File: config.mk
export PLATFORM = sky130hd
export DESIGN_NAME = multicycle_main_fsm
export DESIGN_NICKNAME = d
export VERILOG_FILES = /design/src/rtl/ctl_pkg.sv /design/src/rtl/main_fsm_outputs.sv /design/src/rtl/multicycle_main_fsm.sv
export SDC_FILE = /design/constraint.sdc
export NUM_CORES = 1
export LEC_CHECK = 0
export ABC_AREA = 1
export BUFFER_PORTS_ARGS = -buffer_cell sky130_fd_sc_hd__clkbuf_2
export CORE_AREA = 2 2 39 41
export CTS_CLUSTER_DIAMETER = 200
export CTS_CLUSTER_SIZE = 25
export DETAILED_ROUTE_END_ITERATION = 12
export DIE_AREA = 0 0 41 43
export PLACE_DENSITY = 0.72
export RECOVER_POWER = 25
export SLEW_MARGIN = 10
export SYNTH_ARGS = -nofsm -noshare
export SYNTH_HDL_FRONTEND = slang
export SYNTH_HIERARCHICAL = 1
export SYNTH_SLANG_ARGS = --single-unit
export TNS_END_PERCENT = 100
File: constraint.sdc
create_clock -name clk -period 2.2 [get_ports clk]
set_input_delay 0.22 -clock clk [delete_from_list [all_inputs] [get_ports clk]]
set_output_delay 0.22 -clock clk [all_outputs]
set_load 0.02 [all_outputs]
File: src/rtl/ctl_pkg.sv
// ============================================================================
// Module   : ctl_pkg
// Purpose  : Shared state, mux-select and opcode encodings for the multicycle FSM
// Revision : 1.0
// ============================================================================
`default_nettype none

package ctl_pkg;

    typedef enum logic [3:0] {
        FETCH    = 4'd0,
        DECODE   = 4'd1,
        MEMADR   = 4'd2,
        MEMREAD  = 4'd3,
        MEMWB    = 4'd4,
        MEMWRITE = 4'd5,
        EXECUTER = 4'd6,
        EXECUTEI = 4'd7,
        ALUWB    = 4'd8,
        BRANCH   = 4'd9
    } state_t;

    localparam logic [1:0] SRCA_RN    = 2'b00;
    localparam logic [1:0] SRCA_PC    = 2'b01;
    localparam logic [1:0] SRCB_RM    = 2'b00;
    localparam logic [1:0] SRCB_IMM   = 2'b01;
    localparam logic [1:0] SRCB_FOUR  = 2'b10;
    localparam logic [1:0] RES_ALUOUT = 2'b00;
    localparam logic [1:0] RES_RDATA  = 2'b01;
    localparam logic [1:0] RES_ALU    = 2'b10;

    localparam logic [1:0] OP_DP  = 2'b00;
    localparam logic [1:0] OP_MEM = 2'b01;
    localparam logic [1:0] OP_BR  = 2'b10;

    // Moore control vector; fetch/decode flags let the top apply input gating
    typedef struct packed {
        logic       mem_req;
        logic       mem_w;
        logic       adr_src;
        logic       fetch;
        logic       decode;
        logic       reg_w;
        logic [1:0] alu_src_a;
        logic [1:0] alu_src_b;
        logic [1:0] result_src;
        logic       alu_op;
        logic       branch;
    } ctl_t;

endpackage

`default_nettype wire

File: src/rtl/main_fsm_outputs.sv
// ============================================================================
// Module   : main_fsm_outputs
// Purpose  : Combinational state -> control-vector lookup for the main FSM
// Revision : 1.0
// ============================================================================
`default_nettype none

module main_fsm_outputs
    import ctl_pkg::*;
(
    input  logic [3:0] state,
    output ctl_t       ctl
);

    always_comb begin
        ctl = '0;
        case (state)
            FETCH: begin
                ctl.mem_req    = 1'b1;
                ctl.fetch      = 1'b1;
                ctl.alu_src_a  = SRCA_PC;
                ctl.alu_src_b  = SRCB_FOUR;
                ctl.result_src = RES_ALU;
            end
            DECODE: begin
                ctl.decode     = 1'b1;
                ctl.alu_src_a  = SRCA_PC;
                ctl.alu_src_b  = SRCB_FOUR;
                ctl.result_src = RES_ALU;
            end
            MEMADR: begin
                ctl.alu_src_a = SRCA_RN;
                ctl.alu_src_b = SRCB_IMM;
            end
            MEMREAD: begin
                ctl.mem_req    = 1'b1;
                ctl.adr_src    = 1'b1;
                ctl.result_src = RES_ALUOUT;
            end
            MEMWB: begin
                ctl.result_src = RES_RDATA;
                ctl.reg_w      = 1'b1;
            end
            MEMWRITE: begin
                ctl.mem_req    = 1'b1;
                ctl.mem_w      = 1'b1;
                ctl.adr_src    = 1'b1;
                ctl.result_src = RES_ALUOUT;
            end
            EXECUTER: begin
                ctl.alu_src_a = SRCA_RN;
                ctl.alu_src_b = SRCB_RM;
                ctl.alu_op    = 1'b1;
            end
            EXECUTEI: begin
                ctl.alu_src_a = SRCA_RN;
                ctl.alu_src_b = SRCB_IMM;
                ctl.alu_op    = 1'b1;
            end
            ALUWB: begin
                ctl.result_src = RES_ALUOUT;
                ctl.reg_w      = 1'b1;
            end
            BRANCH: begin
                ctl.alu_src_a  = SRCA_RN;
                ctl.alu_src_b  = SRCB_IMM;
                ctl.result_src = RES_ALU;
                ctl.branch     = 1'b1;
            end
            default: ;
        endcase
    end

endmodule

`default_nettype wire

File: src/rtl/multicycle_main_fsm.sv
// ============================================================================
// Module   : multicycle_main_fsm
// Purpose  : Multicycle ARM main control FSM with memory request/ready handshake
// Revision : 1.0
// ============================================================================
`default_nettype none

module multicycle_main_fsm
    import ctl_pkg::*;
(
    input  logic       clk,
    input  logic       reset,
    input  logic [1:0] op,
    input  logic [5:0] funct,
    input  logic       no_write,
    input  logic       mem_ready,
    output logic       mem_req,
    output logic       mem_w,
    output logic       adr_src,
    output logic       ir_write,
    output logic       next_pc,
    output logic       reg_w,
    output logic [1:0] alu_src_a,
    output logic [1:0] alu_src_b,
    output logic [1:0] result_src,
    output logic       alu_op,
    output logic       branch,
    output logic       illegal,
    output logic [3:0] state
);

    logic [3:0] r_state;
    logic [3:0] w_next_state;
    ctl_t       w_ctl;

    always_ff @(posedge clk or posedge reset) begin
        if (reset) begin
            r_state <= FETCH;
        end else begin
            r_state <= w_next_state;
        end
    end

    always_comb begin
        w_next_state = FETCH;
        case (r_state)
            FETCH:    w_next_state = mem_ready ? DECODE : FETCH;
            DECODE: begin
                case (op)
                    OP_DP:   w_next_state = funct[5] ? EXECUTEI : EXECUTER;
                    OP_MEM:  w_next_state = MEMADR;
                    OP_BR:   w_next_state = BRANCH;
                    default: w_next_state = FETCH;
                endcase
            end
            MEMADR:   w_next_state = funct[0] ? MEMREAD : MEMWRITE;
            MEMREAD:  w_next_state = mem_ready ? MEMWB : MEMREAD;
            MEMWB:    w_next_state = FETCH;
            MEMWRITE: w_next_state = mem_ready ? FETCH : MEMWRITE;
            EXECUTER,
            EXECUTEI: w_next_state = no_write ? FETCH : ALUWB;
            ALUWB:    w_next_state = FETCH;
            BRANCH:   w_next_state = FETCH;
            default:  w_next_state = FETCH;
        endcase
    end

    main_fsm_outputs u_outputs (
        .state (r_state),
        .ctl   (w_ctl)
    );

    assign mem_req    = w_ctl.mem_req;
    assign mem_w      = w_ctl.mem_w;
    assign adr_src    = w_ctl.adr_src;
    assign reg_w      = w_ctl.reg_w;
    assign alu_src_a  = w_ctl.alu_src_a;
    assign alu_src_b  = w_ctl.alu_src_b;
    assign result_src = w_ctl.result_src;
    assign alu_op     = w_ctl.alu_op;
    assign branch     = w_ctl.branch;
    assign state      = r_state;

    // Reset masks the ready-gated strobes so no IR/PC update can slip through while held
    assign ir_write = w_ctl.fetch & mem_ready & ~reset;
    assign next_pc  = w_ctl.fetch & mem_ready & ~reset;
    assign illegal  = w_ctl.decode & (op == 2'b11);

endmodule

`default_nettype wire

==> results of run 1 <==
## area by class of cell
| cell class | count | area (µm²) | share of cell area |
|---|---|---|---|
| clock buffer | 3 | 22.52 | 0.03644 |
| multi-input combinational | 57 | 266.5 | 0.4312 |
| timing repair buffer | 26 | 133.9 | 0.2166 |
| tap | 16 | 20.02 | 0.03239 |
| sequential | 4 | 100.1 | 0.1619 |
| inverter | 20 | 75.07 | 0.1215 |
## layer usage
metal	GRT usage	routed length (µm)	part of all wire	up-vias
met5	0	0	0	-
met4	0.08000	11	0.010	0
met3	0.03141	68	0.063	2
met2	0.2563	530	0.49	18
met1	0.1275	470	0.43	240
li1	-	-	-	301
## layout by cell type, fill, tap and decap left out, drive strengths merged
cell / netlist / final
clkinv: 1 / 1
dfrtp: 4 / 4
o211ai: 1 / 1
o22ai: 1 / 1
nand4: 1 / 1
inv: 19 / 19
o21ai: 2 / 2
conb: 1 / 1
dlygate4sd3: 0 / 1
nand3: 8 / 8
nor2: 25 / 25
nand2: 17 / 17
clkbuf: 0 / 28
nand3b: 1 / 1
## cell families (layout without fill, tap and decap cells)
kind of cell / after synthesis / after routing
simple gates: 52 / 52
buf+inv: 23 / 49
compound gates: 4 / 4
flops: 4 / 4
other cells: 1 / 1
## worst max-delay path: cells and delay by family, from the launching register on
kind                   cells  cell delay (ns)
and+or+nand+nor            4             0.50
buffers and inverters      2             0.26
DFF                        1             0.49
## metrics by stage
step / hold WS, ns / setup slack (ns)
floorplan: -0.01392 / 0.5156
global placement: 0.09723 / 0.7532
detailed placement: 0.1035 / 0.7382
CTS: 0.1900 / 0.4806
global route: 0.2001 / 0.3654
finish: 0.1886 / 0.4913
## worst min-delay path by stage
| stage | start | end |
|---|---|---|
| after floorplan | reset | state[0] |
| after global placement | reset | state[3] |
| after detailed placement | reset | state[0] |
| after CTS | no_write | state[3] |
| after global routing | no_write | state[3] |
| final | no_write | state[3] |
## power breakdown
group | total, mW | switching [mW] | internal, mW | leakage [nW]
Combinational | 0.663 | 0.448 | 0.215 | 0.319
Sequential | 0.184 | 0.0823 | 0.102 | 0.0524
Clock | 0.0955 | 0.0342 | 0.0613 | 0.0138
## repair_timing
item,CTS,global route
hold endpoints to repair,4,0
hold buffers,1,0
gates resized for setup,0,0
==> results by group, run 1 <==
Run status
  – Status: completed

Clocking
  – Worst-path clk slew: 0.04 ns
  – Clock root cell: clkbuf_4
  – H-Tree Depth: 1
  – Post-CTS Setup Bufs: 0
  – Clock sink count: 4
  – CTS tree: built
  – Worst-Skew Late Latency: 0.24 ns
  – Num CTS Buffers: 3
  – Max Root-Sink Buffers: 2

Synthesis
  – Adder and majority gate portion of the synthesized area: 0
  – Simple-Gate Fraction of Synth Area: 0.5174
  – Synth area leader: dfrtp_1
  – Top_reg_cell synth: dfrtp_1
  – Post-synthesis sequential area ratio: 0.2145
  – Mean Syn Cell Area: 5.556 µm²
  – Area share of the largest cell type after synthesis: 0.2145
  – Async SR Flop Fraction: 1.000
  – Commonest cells in the netlist: nor2_1, nand2_1, inv_1
  – Synthesis-stage register bit count: 4
  – Syn nets: 96
  – Post-synth EDFFs: 0
  – Mapped Cells: 84
  – Synthesized area: 466.7 µm²
  – Post-synthesis cell type count: 19
  – Most instantiated library cell after synthesis: nor2_1
  – Synth Area in Compound Gates: 0.05094
  – Mux share of post-synthesis cell area: 0
  – Top cells by area, synth: dfrtp_1, nor2_1, nand2_1, inv_1, nor2_2
  – Synth Area in XOR/XNOR: 0
  – Ys Warns: 6
  – Main combinational cell family by area after synthesis: simple AND/OR/NAND/NOR gates

Layout
  – Largest register FFs: 4
  – Area Overhead vs Synth: 32.44%
  – Final cell count without fillers: 126
  – Filler cells: 161
  – Share of cells above drive strength 1: 0.3545
  – Antenna cells: 0
  – Design area: 618.1 µm²
  – Fin util: 0.4467
  – NumNets Final: 124

Place
  – Hpwl dp: 865.5 µm
  – Cell total after placement: 122
  – I/O Buffers: 25
  – GPL Wtd Cong: 0.8250
  – Placed Area: 589.3 µm²

Timing
  – Count of pins over their slew limit: 0
  – Final count of negative-setup-slack endpoints: 0
  – Setup TNS Final: 0 ns
  – Fmax: 585.3 MHz
  – Fin. Hold Viols: 0
  – Final period util: 0.7767
  – RSZ-0062 raised after global routing: false
  – Tmin final: 1.709 ns
  – Skew final: 0.002509 ns

Global route
  – GRT Util Overall: 0.1403
  – Maximum number of pins on one net before global-route repair: 13
  – First-pass GRT wire length: 1690 µm
  – Grt ovf: 0
  – Initial antenna violation count: 0
  – Vias in the first global route: 493

Critical path
  – R2R depth: 5
  – Crit path launch type: flip-flop
  – CP dominant cell by count: nand2_1
  – Worst Path Max Fanout: 8
  – Worst R2R End: state[0]
  – RR Startpoint: state[1]
  – Data required time of the worst path: 1.98 ns
  – Setup crit start: state[2]
  – Worst Setup End Kind: output pin
  – CP max stage delay: 0.49 ns
  – Critical Path Sink: next_pc
  – Worst reg2reg setup slack: 1.09 ns
  – CP cell instances: nor2_2, nand2_1, inv_1, nand2_1, nor2_1, clkbuf_2
  – WP data arrival: 1.49 ns
  – Crit Path Class: reg2out
  – Crit-path slowest cell: dfrtp_1

Route
  – Drt first pass iters: 3
  – Final ANT Viol Nets: 0
  – Vias per Instance: 4.452
  – Post-route DRC: 0
  – Vias after detailed routing: 561
  – Detailed-route wire length: 1081 µm
  – DR iter-0 viols: 12
  – Wire per inst: 8.579 µm

Min path
  – Worst hold path type: in2reg
  – Hold path depth: 2

Floorplanning
  – Chip width: 41 µm
  – Die area: 1763 µm²
  – Area of the core: 1384 µm²
  – # IOs: 31
  – # rows: 14
  – Initial Util: 0.3373
  – Die Span Y: 43 µm

Pwr
  – Leak: 0.3848 nW
  – Worst VDD drop: 431.4 µV
  – Design Power: 0.9425 mW
  – Pwr Density: 1525 nW/µm²

Flow run
  – Max Cap Viol: 0
Power figures use the tool's default switching activity.
==> inputs of run 2 (changes only) <==
==> constraint.sdc (replaced) <==
create_clock -name clk -period 1.59 [get_ports clk]
set_input_delay 0.159 -clock clk [delete_from_list [all_inputs] [get_ports clk]]
set_output_delay 0.159 -clock clk [all_outputs]
set_load 0.02 [all_outputs]
==> results by group, run 2 (same netlist as run 1, synthesis figures left out) <==
Flow run
  – Max Cap Viol: 0

Timing
  – Fmax: 674.0 MHz
  – Final count of negative-setup-slack endpoints: 0
  – Skew final: 0.0001030 ns
  – Final period util: 0.9331
  – Setup TNS Final: 0 ns
  – Count of pins over their slew limit: 0
  – Tmin final: 1.484 ns
  – RSZ-0062 raised after global routing: false
  – Fin. Hold Viols: 0

Global route
  – First-pass GRT wire length: 1642 µm
  – GRT Util Overall: 0.1332
  – Vias in the first global route: 464
  – Maximum number of pins on one net before global-route repair: 10
  – Initial antenna violation count: 0
  – Grt ovf: 0

Critical path
  – WP data arrival: 1.32 ns
  – CP dominant cell by count: nand2_1
  – Worst Setup End Kind: output pin
  – Crit Path Class: reg2out
  – Data required time of the worst path: 1.43 ns
  – Crit path launch type: flip-flop
  – CP cell instances: buf_4, nand2_1, clkinv_1, nand2_1, nand3_2, clkbuf_2
  – Worst reg2reg setup slack: 0.42 ns
  – Crit-path slowest cell: dfrtp_2
  – Worst Path Max Fanout: 8
  – CP max stage delay: 0.48 ns
  – R2R depth: 6

Layout
  – Antenna cells: 0
  – NumNets Final: 129
  – Sequential Area: 103.9 µm²
  – Filler cells: 155
  – Area Overhead vs Synth: 45.04%
  – Share of cells above drive strength 1: 0.4174
  – Most frequent cells in the layout: clkbuf_2, nand2_1, nor2_1, inv_1, nand3_1
  – Commonest non-fill, non-tap cell in the layout: clkbuf_2
  – Largest register FFs: 4
  – Design area: 676.9 µm²
  – Area of the multi-input gates: 284.0 µm²

Floorplanning
  – Area of the core: 1384 µm²
  – Die Span Y: 43 µm
  – Die area: 1763 µm²
  – Initial Util: 0.3373
  – # IOs: 31
  – # rows: 14
  – Chip width: 41 µm

Clocking
  – Max Root-Sink Buffers: 2
  – Clock root cell: clkbuf_4
  – Clock sink count: 4
  – H-Tree Depth: 1
  – Worst-path clk slew: 0.04 ns
  – Num CTS Buffers: 3
  – CTS tree: built
  – Worst-Skew Late Latency: 0.23 ns

Place
  – Placed Area: 606.8 µm²
  – I/O Buffers: 25
  – GPL Wtd Cong: 0.8227
  – Hpwl dp: 920.2 µm

Run status
  – Status: completed

Pwr
  – Net Switching: 0.8193 mW
  – Worst VDD drop: 687.9 µV
  – Pwr Density: 2111 nW/µm²
  – Leak: 0.4029 nW
  – Seq pwr share: 0.153
  – Switching share of power: 0.5734
  – Combinational Power Share: 0.761
  – Clk pwr share: 0.086
  – Cell Int Power: 0.6094 mW

Route
  – DR iter-0 viols: 9
  – Drt first pass iters: 4
  – Final ANT Viol Nets: 0
  – Post-route DRC: 0
  – Detailed-route wire length: 1178 µm
  – Vias after detailed routing: 584
  – Vias per Instance: 4.458
  – Wire per inst: 8.992 µm

Min path
  – Hold path depth: 2
  – Worst hold path type: in2reg
run 2: changes by cell type in the layout (fill, tap and decap cells not counted), sizes merged:
cell,previous run,this run
buf,0,6
clkbuf,28,27
run 2: final timing paths:
path,startpoint,endpoint
setup / recovery,state[1],mem_req
hold / removal,no_write,state[3]
setup reg to reg,state[3],state[0]
hold reg to reg,state[1],state[3]
max in group asynchronous,reset,state[0]
min in group asynchronous,reset,state[2]
run 2: critical path, delay by kind of cell (launching register included):
family | cells | cell delay (ns)
buffers and inverters | 3 | 0.40
and+or+nand+nor | 3 | 0.22
DFF | 1 | 0.48
run 2: power groups by stage:
stage | registers [mW] | logic (mW) | clock network [mW]
6_report | 0.219 | 1.09 | 0.122
5_1_grt | 0.227 | 1.21 | 0.137
4_1_cts | 0.230 | 1.01 | 0.127
3_5_place_dp | 0.223 | 1.00 | 0
3_3_place_gp | 0.219 | 0.989 | 0
2_1_floorplan | 0.283 | 0.665 | 0
run 2: final cells by class:
type	count	area share
sequential	4	0.1534
inverter	20	0.1109
clock buffer	3	0.03327
tap	16	0.02957
multi-input combinational	57	0.4196
timing repair buffer	31	0.2532
run 2: timing repair:
action                     4_1_cts  5_1_grt
hold endpoints to repair         4        0
setup endpoints to repair        3        6
cloned                           0        0
pin swaps                        0        1
hold buffers                     1        0
resized for setup                2        6
setup buffers                    0        3
run 2: per-stage QoR:
step                        util  setup WS [ns]  total power [mW]  hold slack, ns  std cells
after floorplan                -        0.08312            0.9481        -0.07492         84
after global placement    0.4385         0.2369             1.207         0.04399        124
after detailed placement  0.4385         0.2165             1.222         0.04976        124
after CTS                 0.4665        0.03639             1.367          0.1449        128
after global routing      0.4892       0.002965             1.577          0.1544        131
final                     0.4892         0.1063             1.429          0.1537        131
run 2: per-layer routing:
metal  track usage  vias to the layer above  part of all wire
met5             0                        -                 0
met4       0.04000                        0                 0
met3       0.03141                        0             0.058
met2        0.2500                       18              0.53
met1        0.1307                      256              0.41
li1              -                      310                 -
